$ cat config.mk
export PLATFORM = sky130hd
export DESIGN_NAME = noc_nic
export DESIGN_NICKNAME = d
export VERILOG_FILES = /design/src/rtl/noc_pkg.sv /design/src/rtl/nic_chan_buf.sv /design/src/rtl/noc_nic.sv
export SDC_FILE = /design/constraint.sdc
export NUM_CORES = 1
export LEC_CHECK = 0
export ABC_AREA = 1
export BUFFER_PORTS_ARGS = -buffer_cell sky130_fd_sc_hd__buf_2
export CAP_MARGIN = 25
export CORE_ASPECT_RATIO = 1.4
export CORE_MARGIN = 1
export CORE_UTILIZATION = 45
export CTS_CLUSTER_DIAMETER = 40
export CTS_CLUSTER_SIZE = 24
export DETAILED_ROUTE_END_ITERATION = 6
export PLACE_DENSITY_LB_ADDON = 0.25
export SETUP_SLACK_MARGIN = 0.15
export SLEW_MARGIN = 10
export SYNTH_ARGS = -nofsm -noshare
export SYNTH_HDL_FRONTEND = slang
export SYNTH_SLANG_ARGS = --single-unit
$ cat constraint.sdc
create_clock -name clk -period 1.2 [get_ports clk]
set_input_delay 0.12 -clock clk [delete_from_list [all_inputs] [get_ports clk]]
set_output_delay 0.12 -clock clk [all_outputs]
set_load 0.005 [all_outputs]
$ cat src/rtl/noc_pkg.sv
// noc_pkg: constants and types shared by the mesh network interface logic.
//   PACKET_WIDTH      packet and processor data bus width
//   NIC_ADDR_*        processor register map of the NIC
//   PKT_VC_BIT        packet bit that selects the virtual channel
//   nic_state_e       injection state machine encoding
package noc_pkg;
    localparam int PACKET_WIDTH = 64;

    localparam logic [1:0] NIC_ADDR_IN_BUF   = 2'b00;
    localparam logic [1:0] NIC_ADDR_IN_STAT  = 2'b01;
    localparam logic [1:0] NIC_ADDR_OUT_BUF  = 2'b10;
    localparam logic [1:0] NIC_ADDR_OUT_STAT = 2'b11;

    localparam int PKT_VC_BIT = PACKET_WIDTH - 1;

    typedef enum logic {
        ST_IDLE = 1'b0,
        ST_SEND = 1'b1
    } nic_state_e;
endpackage

$ cat src/rtl/nic_chan_buf.sv
// nic_chan_buf: single-entry channel buffer with a full flag.
//   clk, reset   clock and asynchronous active-low reset
//   load, d      capture d when the buffer is empty
//   clear        empty the buffer (load into an empty buffer wins)
//   full, data   status flag and held word
module nic_chan_buf
    import noc_pkg::*;
#(
    parameter int W = PACKET_WIDTH
) (
    input  logic         clk,
    input  logic         reset,
    input  logic         load,
    input  logic         clear,
    input  logic [W-1:0] d,
    output logic         full,
    output logic [W-1:0] data
);
    logic         full_q;
    logic [W-1:0] data_q;

    // A load while full is dropped: the held word is never overwritten.
    always_ff @(posedge clk or negedge reset) begin
        if (!reset) begin
            full_q <= 1'b0;
            data_q <= '0;
        end else if (load && !full_q) begin
            full_q <= 1'b1;
            data_q <= d;
        end else if (clear) begin
            full_q <= 1'b0;
        end
    end

    assign full = full_q;
    assign data = data_q;
endmodule

$ cat src/rtl/noc_nic.sv
// noc_nic: processor-side network interface for one router PE port.
//   clk, reset              clock, asynchronous active-low reset
//   addr, d_in, d_out       processor register select, write data, read data
//   nic_en, nic_en_wr       access strobe, write(1)/read(0)
//   net_si, net_ri, net_di  ejection channel from the router
//   net_so, net_ro, net_do  injection channel into the router
//   net_polarity            router virtual-channel phase
module noc_nic
    import noc_pkg::*;
#(
    parameter int PACKET_WIDTH = noc_pkg::PACKET_WIDTH
) (
    input  logic                    clk,
    input  logic                    reset,
    input  logic [1:0]              addr,
    input  logic [PACKET_WIDTH-1:0] d_in,
    output logic [PACKET_WIDTH-1:0] d_out,
    input  logic                    nic_en,
    input  logic                    nic_en_wr,
    input  logic                    net_si,
    output logic                    net_ri,
    input  logic [PACKET_WIDTH-1:0] net_di,
    output logic                    net_so,
    input  logic                    net_ro,
    output logic [PACKET_WIDTH-1:0] net_do,
    input  logic                    net_polarity
);
    localparam int VC_BIT = PACKET_WIDTH - 1;

    logic                    in_full, out_full;
    logic [PACKET_WIDTH-1:0] in_buf, out_buf;
    logic                    proc_rd_in, proc_wr_out, drain;

    nic_state_e              state_q, state_d;
    logic                    net_so_q, net_so_d;
    logic [PACKET_WIDTH-1:0] net_do_q, net_do_d;

    assign proc_rd_in  = nic_en && !nic_en_wr && (addr == NIC_ADDR_IN_BUF);
    assign proc_wr_out = nic_en &&  nic_en_wr && (addr == NIC_ADDR_OUT_BUF);

    nic_chan_buf #(.W(PACKET_WIDTH)) u_in_buf (
        .clk   (clk),
        .reset (reset),
        .load  (net_si),
        .clear (proc_rd_in),
        .d     (net_di),
        .full  (in_full),
        .data  (in_buf)
    );

    nic_chan_buf #(.W(PACKET_WIDTH)) u_out_buf (
        .clk   (clk),
        .reset (reset),
        .load  (proc_wr_out),
        .clear (drain),
        .d     (d_in),
        .full  (out_full),
        .data  (out_buf)
    );

    assign net_ri = !in_full;

    always_comb begin
        d_out = '0;
        case (addr)
            NIC_ADDR_IN_BUF:   d_out = in_buf;
            NIC_ADDR_IN_STAT:  d_out = PACKET_WIDTH'(in_full);
            NIC_ADDR_OUT_STAT: d_out = PACKET_WIDTH'(out_full);
            default:           d_out = '0;
        endcase
    end

    always_ff @(posedge clk or negedge reset) begin
        if (!reset) begin
            state_q  <= ST_IDLE;
            net_so_q <= 1'b0;
            net_do_q <= '0;
        end else begin
            state_q  <= state_d;
            net_so_q <= net_so_d;
            net_do_q <= net_do_d;
        end
    end

    // A packet only leaves when its VC bit matches the router phase; the
    // SEND state lasts one cycle so net_so is always a single-cycle pulse.
    always_comb begin
        state_d  = state_q;
        net_so_d = 1'b0;
        net_do_d = net_do_q;
        drain    = 1'b0;
        case (state_q)
            ST_IDLE: begin
                if (out_full && net_ro && (out_buf[VC_BIT] == net_polarity)) begin
                    state_d  = ST_SEND;
                    net_so_d = 1'b1;
                    net_do_d = out_buf;
                    drain    = 1'b1;
                end
            end
            ST_SEND: state_d = ST_IDLE;
            default: state_d = ST_IDLE;
        endcase
    end

    assign net_so = net_so_q;
    assign net_do = net_do_q;
endmodule

# Word level (Yosys, flattened, before mapping)
# Index checks and enable logic that the tools add are counted.
# classes
add_sub_neg	0
n_mux	8
magnitude_cmp	0
bitwise	1
mul	0
n_shift	0
n_reduce_logical	15
n_div	0
eq_ne	4
# ops
cell	n
case mux 64 bit (3 select lines)	1
logical AND 1 bit	8
2-to-1 mux 1 bit	6
equality test 2 bit, second input constant	2
nonzero test 2 bit	2
logical NOT 1 bit	3
equality test 2 x 1 -> 1 bit, second input constant	1
logical NOT 2 bit	1
case mux 1 bit (2 select lines)	1
AND reduction 2 bit	1
equality test 1 bit	1
NOT 1 bit	1
# word_totals
latch_bits	0
input_bits	137
rom_bits	0
memories	0
out_inout_bits	130
regBits	196
mem_bits_rw	0
wordCells	35

# Depth between registers and ports, before layout
# Gate-level depths: netlist of the first run.
# depth
depth_word	6
mapped_depth	8
ltp_nobuf	6

# Hierarchy
# A second synthesis of the first run with hierarchy kept.
# unflattened
cells_unflattened	991
area_unflattened_um2	8346.8
# by_module_without_submodules
module	n_inst	cells_each	area_per_inst_um2	seq_area_each_um2
nic_chan_buf	2	281	2595.0	1626.6
noc_nic	1	429	3156.8	1626.6

# Least setup slack after synthesis of the first run
# No wires, ideal clock.
# synth_timing
path_kind	flip-flop to flip-flop
start	reg u_out_buf.data_q[63] (netlist: u_out_buf.data[63])
end	reg net_do_q[11] (netlist: net_do[11])
path_stages_with_launch	9
t_required_ps	1083
slack_ps	58
arrival_time_ps	1025
setup_time_ps	117
period_less_slack_ps	1142
n_path_buf	2
cell_sequence	dfrtp_1 inv_1 nand2_1 nand2_2 nand2_2 buf_6 buf_6 nand2_1 nand2_1
# synth_between
elab_chain_cells	3
# synth_lines
item	line_no	source
start: declaration	nic_chan_buf.sv:20	logic [W-1:0] data_q;
start signal: assignment	nic_chan_buf.sv:26	data_q <= '0;
start signal: assignment	nic_chan_buf.sv:29	data_q <= d;
equality test 1 bit	noc_nic.sv:94	if (out_full && net_ro && (out_buf[VC_BIT] == net_polarity)) begin
logical AND 1 bit	noc_nic.sv:94	
AND reduction 2 bit (no source line)	--	
end signal: assignment	noc_nic.sv:81	net_do_q <= net_do_d;
end: declaration	noc_nic.sv:36	logic [PACKET_WIDTH-1:0] net_do_q, net_do_d;
# Every way passes these cells.
# A chain may end at the register's enable or synchronous reset.

# Worst setup path in the final report of the first run
# layout_timing
start	reg u_out_buf.full_q (netlist: u_out_buf.full)
end	reg net_do_q[16] (netlist: net_do[16])
# layout_between
elab_chain_cells	3
# layout_lines
item	line_no	source
start: declaration	nic_chan_buf.sv:19	logic full_q;
start signal: assignment	nic_chan_buf.sv:25	full_q <= 1'b0;
start signal: assignment	nic_chan_buf.sv:28	full_q <= 1'b1;
start signal: assignment	nic_chan_buf.sv:31	full_q <= 1'b0;
logical AND 1 bit (2 in series)	noc_nic.sv:94	
AND reduction 2 bit (no source line)	--	
# Every way passes these cells.

==> results.cfg, run 1 <==
[floorplanning]
pin_count = 267
initial_utilization_pct = 45.8
die_w_um = 114
row_count = 57
die-area_um2 = 18100
coreArea_um2 = 17300
dieHeight_um = 159

[run]
maxCapViolations = 0

[power_and_ir_drop]
p_leak_nw = 7.68
p_sw_w = 0.0119
p_per_area_nw_per_um2 = 2150
clkPwrFrac_pct = 18.3
seqPwrFrac_pct = 36.9
switching_share_pct = 37.7
vdd_ir_drop_max_uv = 1320
p_int_w = 0.0196
combPwrFrac_pct = 44.9

[detailed_routing]
vias = 8922
drt-vias-per-instance = 5.29
drtPass1Iterations = 7
wirelength_mm = 34.4
wl_per_cell_um = 20.4
ant_nets = 0
drt_iter0_markers = 725
drc_errors = 0

[timing]
fin_crit_sh_pct = 118
final.min_clock_period_ns = 1.41
relSlewSlack_pct = 77.2
finClkSkew_ns = 0.0183
worstMarginPinSlew_ns = 0.342
finalHoldViolations = 0
maxSlewViolCount = 0
fmax_mhz = 707
rsz0062_at_grt = true
worst_slack_ns = -0.214
finalSetupViolCount = 189

[global_route]
gr-total-overflow = 0
grt_first_pass_wirelength_mm = 38.7
grt_pass1_vias = 7836
antenna_found_initial = 1
grt_max_degree = 51
met2_usage_pct = 47.4
top_usage_layer = met2
gr-usage-met3_pct = 7.14
grt_usage_pct = 27.8
met1_usage_pct = 31.2

[clocking]
clk_pin_slew_ns = 0.07
cts_max_path_buffers = 2
worstSkewPairLatency_ns = 0.44
root_buffer = clkbuf_16
clkSinkCount = 195
cts_tree = yes
cts_made_buffers = 17
htree_num_levels = 4

[worst_setup_path]
start_kind = register
crit_family = buffers and inverters
endpoint_kind = register
critical_path.n_buffers_inverters = 4
critical_path_depth = 8
critical_path_arrival_ns = 1.73
cp_cell_sequence = nand2_2 > nor2_4 > buf_6 > buf_12 > buf_6 > buf_12 > nand3_2 > nand2_1
cp_max_fo = 8
critical_path_class = register to register
ff2ff_path_depth = 8
max_stage_delay_ns = 0.45
cpMaxStageDelayCell = dfrtp_2
required_ns = 1.51

[placed_design]
place.gp.congestion = 0.809
dp.cells = 1401
dp_hpwl_mm = 13.6
io_buffers = 266
dpl_worst_slack_ns = -0.0391

[run_status]
violations = negative setup slack
status = finished, violations left

[layout]
drive_above_1_share_pct = 55.5
area_growth_pct = 85.1
finalNonFillerCells = 1686
nets = 1573

[synthesis]
yosys_warnings = 0
syn_nets = 1055
syn_area_um2 = 7910
yosysTopAreaCellShare_pct = 61.7
synthCells = 918
synth.ff_latch_count = 195
synth_cell_types = 17
synth_area_per_cell_um2 = 8.62
synthTopCellsByArea = dfrtp_1 62%, nand2_1 16%, nor2_1 6.1%
synth-seq-area-share_pct = 61.7
post-synth-top-area-cell = dfrtp_1

[hold_path]
hold_path.class = input port to asynchronous set/reset pin
[worst paths after layout]
kind	slack, ns	endpoint	from
worst max-delay path	-0.21	net_do[16]$_DFFE_PN0P_	u_out_buf.full$_DFFE_PN0P_
worst min-delay path	0.20	u_in_buf.data[32]$_DFFE_PN0P_	reset
worst max register to register	-0.21	net_do[16]$_DFFE_PN0P_	u_out_buf.full$_DFFE_PN0P_
worst min register to register	0.48	net_do[33]$_DFFE_PN0P_	net_do[33]$_DFFE_PN0P_
max in group asynchronous	0.47	u_in_buf.data[14]$_DFFE_PN0P_	reset
min in group clk	0.20	u_in_buf.full$_DFFE_PN0P_	addr[0]
[metrics by stage]
stage                     TNS, ns  power [W]  hold slack, ns  utilization, %  area (um^2)
final                      -16.72     0.0315           0.196            84.8        14600
after global routing       -27.07     0.0328           0.193            84.8        14600
after CTS                  -10.80     0.0257           0.172            70.9        12200
after detailed placement   -0.522     0.0181          0.0662            55.9         9650
after global placement          0     0.0178          0.0574            55.9         9650
after floorplan                 0     0.0149          -0.176               -         7920
[logic make-up (layout without fill, tap and decap cells)]
family / Yosys count / count (layout) / synth area share (%)
AOI/OAI and AO/OA: 65 / 65 / 4.11
DFF: 195 / 195 / 61.7
and+or+nand+nor: 533 / 536 / 26.6
buffers and inverters: 125 / 653 / 7.62
other: 0 / 1 / 0
[routing by layer]
metal,vias up,wire length (um)
met4,0,1670
met1,4361,12300
li1,3849,-
met5,-,0
met3,143,2870
met2,569,17600
[cell type report]
class | count | area [um^2]
Antenna cell | 1 | 2.50
Tap cell | 236 | 295
Inverter | 72 | 285
Clock inverter | 9 | 121
Multi-Input combinational cell | 601 | 3840
Fill cell | 842 | 2620
Sequential cell | 195 | 4880
Timing Repair Buffer | 549 | 4750
Clock buffer | 23 | 468
[state kept, by name, summed over array words and instances, names as in the netlist]
signal	flops
u_in_buf.data	64
u_out_buf.data	64
net_so	1
u_out_buf.full	1
net_do	64
u_in_buf.full	1
[power groups by stage]
stage / clock network, W / logic, W / registers [W]
6_report: 0.00575 / 0.0141 / 0.0116
5_1_grt: 0.00606 / 0.0150 / 0.0118
4_1_cts: 0.00577 / 0.00887 / 0.0110
3_5_place_dp: 0 / 0.00703 / 0.0110
3_3_place_gp: 0 / 0.00680 / 0.0109
2_1_floorplan: 0 / 0.00405 / 0.0109
[cell usage in the layout (no fill, tap or decap), drive strengths merged]
cell / Yosys / routed
bufinv: 0 / 2
nand3: 67 / 67
nand2: 335 / 338
clkbuf: 7 / 43
dlygate4sd3: 0 / 133
o21ai: 2 / 2
inv: 72 / 73
diode: 0 / 1
nor2: 130 / 130
buf: 46 / 396
clkinvlp: 0 / 2
dfrtp: 195 / 195
clkinv: 0 / 4
a21oi: 63 / 63
nand3b: 1 / 1
[repair_timing]
item                                    in CTS  in global routing
endpoints found under the setup margin     322                323
resized for setup                           83                434
pin swaps                                   38                157
hold endpoints to repair                   325                  0
setup buffers                               26                 57
hold buffers                               133                  0
cloned                                       7                 29
[cell usage after synthesis]
| library cell | count |
|---|---|
| a21oi_1 | 63 |
| nor2_1 | 128 |
| nand2_1 | 333 |
| nand3_1 | 67 |
| inv_2 | 1 |
| dfrtp_1 | 195 |
| buf_6 | 10 |
| nand3b_1 | 1 |
| nor2_4 | 1 |
| buf_1 | 3 |
| clkbuf_1 | 7 |
| nand2_2 | 2 |
| inv_1 | 71 |
| o21ai_0 | 2 |
| nor2_2 | 1 |
| buf_2 | 26 |
| buf_4 | 7 |
Power figures use the tool's default switching activity.
==> run 2: changes to the inputs <==
--- a/config.mk
+++ b/config.mk
@@ -8,15 +8,16 @@
 export ABC_AREA = 1
 export BUFFER_PORTS_ARGS = -buffer_cell sky130_fd_sc_hd__buf_2
 export CAP_MARGIN = 25
-export CORE_ASPECT_RATIO = 1.4
 export CORE_MARGIN = 1
-export CORE_UTILIZATION = 45
+export CORE_UTILIZATION = 46
 export CTS_CLUSTER_DIAMETER = 40
 export CTS_CLUSTER_SIZE = 24
 export DETAILED_ROUTE_END_ITERATION = 6
 export PLACE_DENSITY_LB_ADDON = 0.25
+export RECOVER_POWER = 25
 export SETUP_SLACK_MARGIN = 0.15
 export SLEW_MARGIN = 10
 export SYNTH_ARGS = -nofsm -noshare
 export SYNTH_HDL_FRONTEND = slang
+export SYNTH_HIERARCHICAL = 1
 export SYNTH_SLANG_ARGS = --single-unit
==> run 2 against run 1 <==
  * Sequential power rose by 5%
  * Non-clock buffer count decreased by 5
  * Design area shrank 0.45%
  * Highest routed layer unchanged
  * Clock skew decreased by 0.0085 ns
  * Clock-buffer cell count down 5
  * Critical path type unchanged
  * Sequential cell count did not move
  * The run still ends with negative setup slack left
==> results.cfg, run 2 <==
[global_route]
gr-total-overflow = 0
grt_max_degree = 66
antenna_found_initial = 2
grt_pass1_vias = 8132
grt_first_pass_wirelength_mm = 39.0
grt_usage_pct = 26.8

[detailed_routing]
vias = 9201
ant_nets = 0
drt-vias-per-instance = 5.32
wl_per_cell_um = 19.1
drt_iter0_markers = 771
drtPass1Iterations = 5
wirelength_mm = 33.0
drc_errors = 0

[power_and_ir_drop]
switching_share_pct = 38.0
vdd_ir_drop_max_uv = 1410
clkPwrFrac_pct = 17.6
seqPwrFrac_pct = 37.0
p_sw_w = 0.0125
total_power_w = 0.0330
combPwrFrac_pct = 45.4
p_int_w = 0.0204
p_per_area_nw_per_um2 = 2260
p_leak_nw = 7.78

[hold_path]
min-delay-start = nic_en
hold_path.class = input port to register

[synthesis]
post-synth-top-area-cell = dfrtp_1
synth_area_per_cell_um2 = 8.42
synth_common_cells = 391 x nand2_1, 195 x dfrtp_1, 193 x nand3_1
synthArstFlopShare_pct = 100
synth-seq-area-share_pct = 58.5
syn_area_um2 = 8350
synth_cell_types = 17
synthFlopType = dfrtp_1
syn_nets = 1128
yosys_warnings = 6
synth.most_common_cell = nand2_1
yosysTopAreaCellShare_pct = 58.5
synth-edff-count = 0
synthTopCellsByArea = dfrtp_1 58%, nand2_1 18%, nand3_1 12%
synth.ff_latch_count = 195
synthCells = 991

[worst_setup_path]
critical_path_depth = 8
crit_family = buffers and inverters
cp_cell_sequence = buf_6 > nand2_4 > nor2_4 > buf_4 > buf_6 > buf_12 > nand3_1 > nand2_2
rr_endpoint = net_do[63]$_DFFE_PN0P_
critical_path_arrival_ns = 1.78
reg2reg_slack_ns = -0.21
ff2ff_path_depth = 8
critical_path.endpoint = net_do[63]$_DFFE_PN0P_
endpoint_kind = register
crit_top_cell = buf_6
critical_path_class = register to register
cp-startpoint = u_out_buf/full$_DFFE_PN0P_
cp_max_fo = 17
reg2reg_from = u_out_buf/full$_DFFE_PN0P_
critical_path.n_buffers_inverters = 4
start_kind = register
cpMaxStageDelayCell = dfrtp_1
required_ns = 1.56
max_stage_delay_ns = 0.41

[clocking]
cts_max_path_buffers = 2
clkSinkCount = 195
clk_pin_slew_ns = 0.07
cts_made_buffers = 17
root_buffer = clkbuf_16
htree_num_levels = 4
worstSkewPairLatency_ns = 0.43
cts_tree = yes

[layout]
layout_commonest_cell = buf_2
area_growth_pct = 74.6
layout_common_cells = 265 x buf_2, 228 x nand2_1, 195 x dfrtp_1
drive_above_1_share_pct = 47.0
final_util_pct = 83.1
multi_input_area_um2 = 3910
nFillCells = 940
nets = 1625
ff_latch_area_um2 = 4880
fin_area_um2 = 14600

[timing]
worst_slack_ns = -0.211
final.min_clock_period_ns = 1.41
fin_crit_sh_pct = 118
maxSlewViolCount = 0
relSlewSlack_pct = 58.3
finalSetupViolCount = 208
finClkSkew_ns = 0.00982
worstMarginPinSlew_ns = 0.626
fmax_mhz = 709
rsz0062_at_grt = true
finalHoldViolations = 0

[floorplanning]
die-area_um2 = 18700
die_w_um = 137
pin_count = 267
row_count = 48
dieHeight_um = 137
initial_utilization_pct = 47.6
coreArea_um2 = 17500

[placed_design]
placed_area_um2 = 9960
io_buffers = 266
dp_hpwl_mm = 14.6
place.gp.congestion = 0.830

[run]
maxCapViolations = 0

[run_status]
violations = negative setup slack
status = finished, violations left
## run 2: cell types whose count changed after synthesis, sizes merged
cell / delta
o21ai: +2
inv: -1
clkbuf: +1
a21oi: -63
buf: +14
nor2: -65
nand2: +58
nand3: +126
nand3b: -1
nor3: +1
nor3b: +1
## run 2: kinds of logic after synthesis
logic type	after synthesis	synth area share (%)
AO/OA/AOI/OAI	4	0.240
flip-flops	195	58.5
AND/OR/NAND/NOR	653	32.4
buffers and inverters	139	8.89
## run 2: timing repair
action,4_1_cts,5_1_grt
hold endpoints to repair,296,0
hold buffers,131,0
endpoints found under the setup margin,313,325
gates resized for setup,32,350
pin swaps,68,46
setup buffers,20,58
gates cloned,3,32
## run 2: worst min-delay path, stage by stage
cell and delay (ns):
buf_2 0.11, nor3b_1 0.15, o21ai_2 0.12
## run 2: final cells by class
cell class / instances / share of cell area (%)
clock buffer: 18 / 3.01
clock inverter: 14 / 1.05
timing repair buffer: 544 / 31.7
inverter: 71 / 2.00
sequential: 195 / 33.5
multi-input combinational: 659 / 26.8
antenna: 2 / 0.0343
tap: 225 / 1.93
## run 2: worst min path at each step
| stage | slack (ns) | cells past startpoint | to |
|---|---|---|---|
| finish | 0.11 | 3 | u_in_buf/full$_DFFE_PN0P_ |
| CTS | 0.07 | 3 | u_in_buf/full$_DFFE_PN0P_ |
| detailed placement | 0.09 | 1 | u_in_buf/data[12]$_DFFE_PN0P_ |
| global placement | 0.09 | 1 | u_in_buf/data[12]$_DFFE_PN0P_ |
| floorplan | -0.18 | 0 | net_do[0]$_DFFE_PN0P_ |
| global route | 0.12 | 3 | u_in_buf/full$_DFFE_PN0P_ |
## run 2: power groups by stage
stage | clock (W) | sequential (W) | combinational, W
floorplan | 0 | 0.0112 | 0.00476
global placement | 0 | 0.0114 | 0.00753
detailed placement | 0 | 0.0115 | 0.00780
CTS | 0.00584 | 0.0114 | 0.00893
global route | 0.00608 | 0.0124 | 0.0160
finish | 0.00580 | 0.0122 | 0.0150
## run 2: metal layers
layer	part of all wire [%]	track usage (%)	vias up
li1	-	-	4084
met1	38	34.0	4416
met2	50	44.5	545
met3	7.3	4.44	156
met4	5.2	13.5	0
met5	0	0	-
## run 2: metrics by stage
| stage | hold slack [ns] | cells | setup TNS [ns] | setup slack, ns |
|---|---|---|---|---|
| floorplan | -0.176 | 991 | 0 | 0.0489 |
| global placement | 0.0868 | 1450 | 0 | 0.0210 |
| detailed placement | 0.0902 | 1450 | -0.416 | -0.0325 |
| CTS | 0.0742 | 1636 | -7.21 | -0.156 |
| global route | 0.116 | 1728 | -30.51 | -0.258 |
| finish | 0.108 | 1728 | -20.11 | -0.211 |
==> run 3: changes to the inputs <==
--- a/config.mk
+++ b/config.mk
@@ -14,8 +14,9 @@
 export CTS_CLUSTER_SIZE = 24
 export DETAILED_ROUTE_END_ITERATION = 6
 export PLACE_DENSITY_LB_ADDON = 0.25
-export RECOVER_POWER = 25
+export RECOVER_POWER = 100
 export SETUP_SLACK_MARGIN = 0.15
+export SKIP_LAST_GASP = 1
 export SLEW_MARGIN = 10
 export SYNTH_ARGS = -nofsm -noshare
 export SYNTH_HDL_FRONTEND = slang
==> run 3 against run 2 <==
  * The flow still finishes with violations (negative setup slack)
  * Worst hold slack better by 0.036 ns
  * Combinational power is 12% lower
  * Clock skew is 0.0014 ns higher
  * Clock-buffer cell count stayed put
  * Total power is 5.9% lower
  * Critical path depth stayed put
  * Non-clock buffer count is 28 lower
  * Die area stayed put
  * Worst setup slack worse by 0.0099 ns
  * Global-route usage hardly changed
  * Sequential power hardly changed
  * Design area is 4.2% lower
==> results.cfg, run 3 (synthesis gave the netlist of run 2 again) <==
[floorplanning]
die_w_um = 137
dieHeight_um = 137
row_count = 48
initial_utilization_pct = 47.6
pin_count = 267
die-area_um2 = 18700
coreArea_um2 = 17500

[layout]
area_growth_pct = 67.3
nFillCells = 1044
layout_commonest_cell = nand2_1
nets = 1597
final_util_pct = 79.6
drive_above_1_share_pct = 38.6
layout_common_cells = 283 x nand2_1, 222 x buf_2, 195 x dfrtp_1

[detailed_routing]
wirelength_mm = 31.7
ant_nets = 0
drt-vias-per-instance = 5.33
drtPass1Iterations = 5
wl_per_cell_um = 18.7
vias = 9056
drc_errors = 0
drt_iter0_markers = 696

[global_route]
grt_max_degree = 66
grt_first_pass_wirelength_mm = 39.1
grt_usage_pct = 26.9
gr-total-overflow = 0
antenna_found_initial = 1
grt_pass1_vias = 8146

[power_and_ir_drop]
total_power_w = 0.0310
p_per_area_nw_per_um2 = 2220
p_leak_nw = 7.41
vdd_ir_drop_max_uv = 1420

[worst_setup_path]
rr_endpoint = net_do[62]$_DFFE_PN0P_
reg2reg_from = u_out_buf/full$_DFFE_PN0P_
endpoint_kind = register
critical_path_arrival_ns = 1.78
reg2reg_slack_ns = -0.22
cp_max_fo = 17
required_ns = 1.56
critical_path.endpoint = net_do[62]$_DFFE_PN0P_
ff2ff_path_depth = 8
critical_path_class = register to register
cp-startpoint = u_out_buf/full$_DFFE_PN0P_
start_kind = register

[clocking]
cts_tree = yes
cts_max_path_buffers = 2
root_buffer = clkbuf_16
clkSinkCount = 195
cts_made_buffers = 17
htree_num_levels = 4
clk_pin_slew_ns = 0.07
worstSkewPairLatency_ns = 0.43

[timing]
rsz0062_at_grt = true
fin_setup_tns_ns = -18.59
worst_slack_ns = -0.220
maxSlewViolCount = 0
finClkSkew_ns = 0.0112
relSlewSlack_pct = 62.1
holdWs_ns = 0.143
finalHoldViolations = 0
worstMarginPinSlew_ns = 0.569
fmax_mhz = 704
fin_crit_sh_pct = 118
final.min_clock_period_ns = 1.42
finalSetupViolCount = 203

[placed_design]
place.gp.congestion = 0.830
dpl_worst_slack_ns = -0.0325
dp_hpwl_mm = 14.6
io_buffers = 266

[run_status]
violations = negative setup slack
status = finished, violations left

[hold_path]
hold_path.class = input port to register
min-delay-start = nic_en

[run]
maxCapViolations = 0
==> run 3: cell types whose count changed in the layout (fill, tap and decap cells not counted), moves of 2 or more <==
cell      previous run  this run
clkbuf_1             0        44
nand3_2             61        54
nand3_1            129       137
buf_2              265       222
nand2_1            228       283
buf_4               77        51
buf_6               12        14
buf_12              27        22
nand2_4             60        45
nand2_2            103        64
==> run 3: cell type report <==
cell class	instances	area, um^2	share of cell area [%]
Clock buffer	18	439	3.15
Multi-Input combinational cell	659	3630	26.0
Tap cell	225	282	2.02
Clock inverter	14	153	1.09
Antenna cell	1	2.50	0.0179
Inverter	71	292	2.09
Sequential cell	195	4880	35.0
Timing Repair Buffer	516	4290	30.7
==> run 3: stage by stage <==
stage / instances / cell area [um^2]
after global routing: 1699 / 14000
final: 1699 / 14000
after floorplan: 991 / 8350
after global placement: 1450 / 9960
after CTS: 1636 / 12200
after detailed placement: 1450 / 9960
==> run 3: worst max-delay path, stage by stage (launching register included) <==
cell     delay, ns
dfrtp_1       0.40
buf_6         0.13
nand2_4       0.05
nor2_4        0.16
buf_4         0.15
buf_6         0.09
buf_12        0.14
nand3_1       0.13
nand2_1       0.11
==> run 3: metal layers <==
metal,routed length (um),vias up,GRT usage (%),share of wire [%]
met3,2310,118,4.44,7.3
met1,12200,4362,34.1,38
li1,-,4024,-,-
met5,0,-,0,0
met2,15800,552,44.2,50
met4,1390,0,14.1,4.4
==> run 3: how the worst min path moves through the flow <==
| stage | to | slack [ns] | cells after the start |
|---|---|---|---|
| global placement | u_in_buf/data[12]$_DFFE_PN0P_ | 0.09 | 1 |
| floorplan | net_do[0]$_DFFE_PN0P_ | -0.18 | 0 |
| global route | u_in_buf/full$_DFFE_PN0P_ | 0.12 | 3 |
| CTS | u_in_buf/full$_DFFE_PN0P_ | 0.07 | 3 |
| finish | u_in_buf/full$_DFFE_PN0P_ | 0.14 | 3 |
| detailed placement | u_in_buf/data[12]$_DFFE_PN0P_ | 0.09 | 1 |
==> run 3: timing repair <==
| item | 4_1_cts | 5_1_grt |
|---|---|---|
| gates cloned | 3 | 31 |
| hold endpoints to repair | 296 | 0 |
| hold buffers | 131 | 0 |
| endpoints found under the setup margin | 313 | 325 |
| gates resized for setup | 30 | 263 |
| setup buffers | 20 | 31 |
| pin swaps | 67 | 38 |
==> run 3: report_power, final <==
part,internal (W),switching (W)
clock network,0.00317,0.00260
registers,0.00969,0.00239
logic,0.00642,0.00674
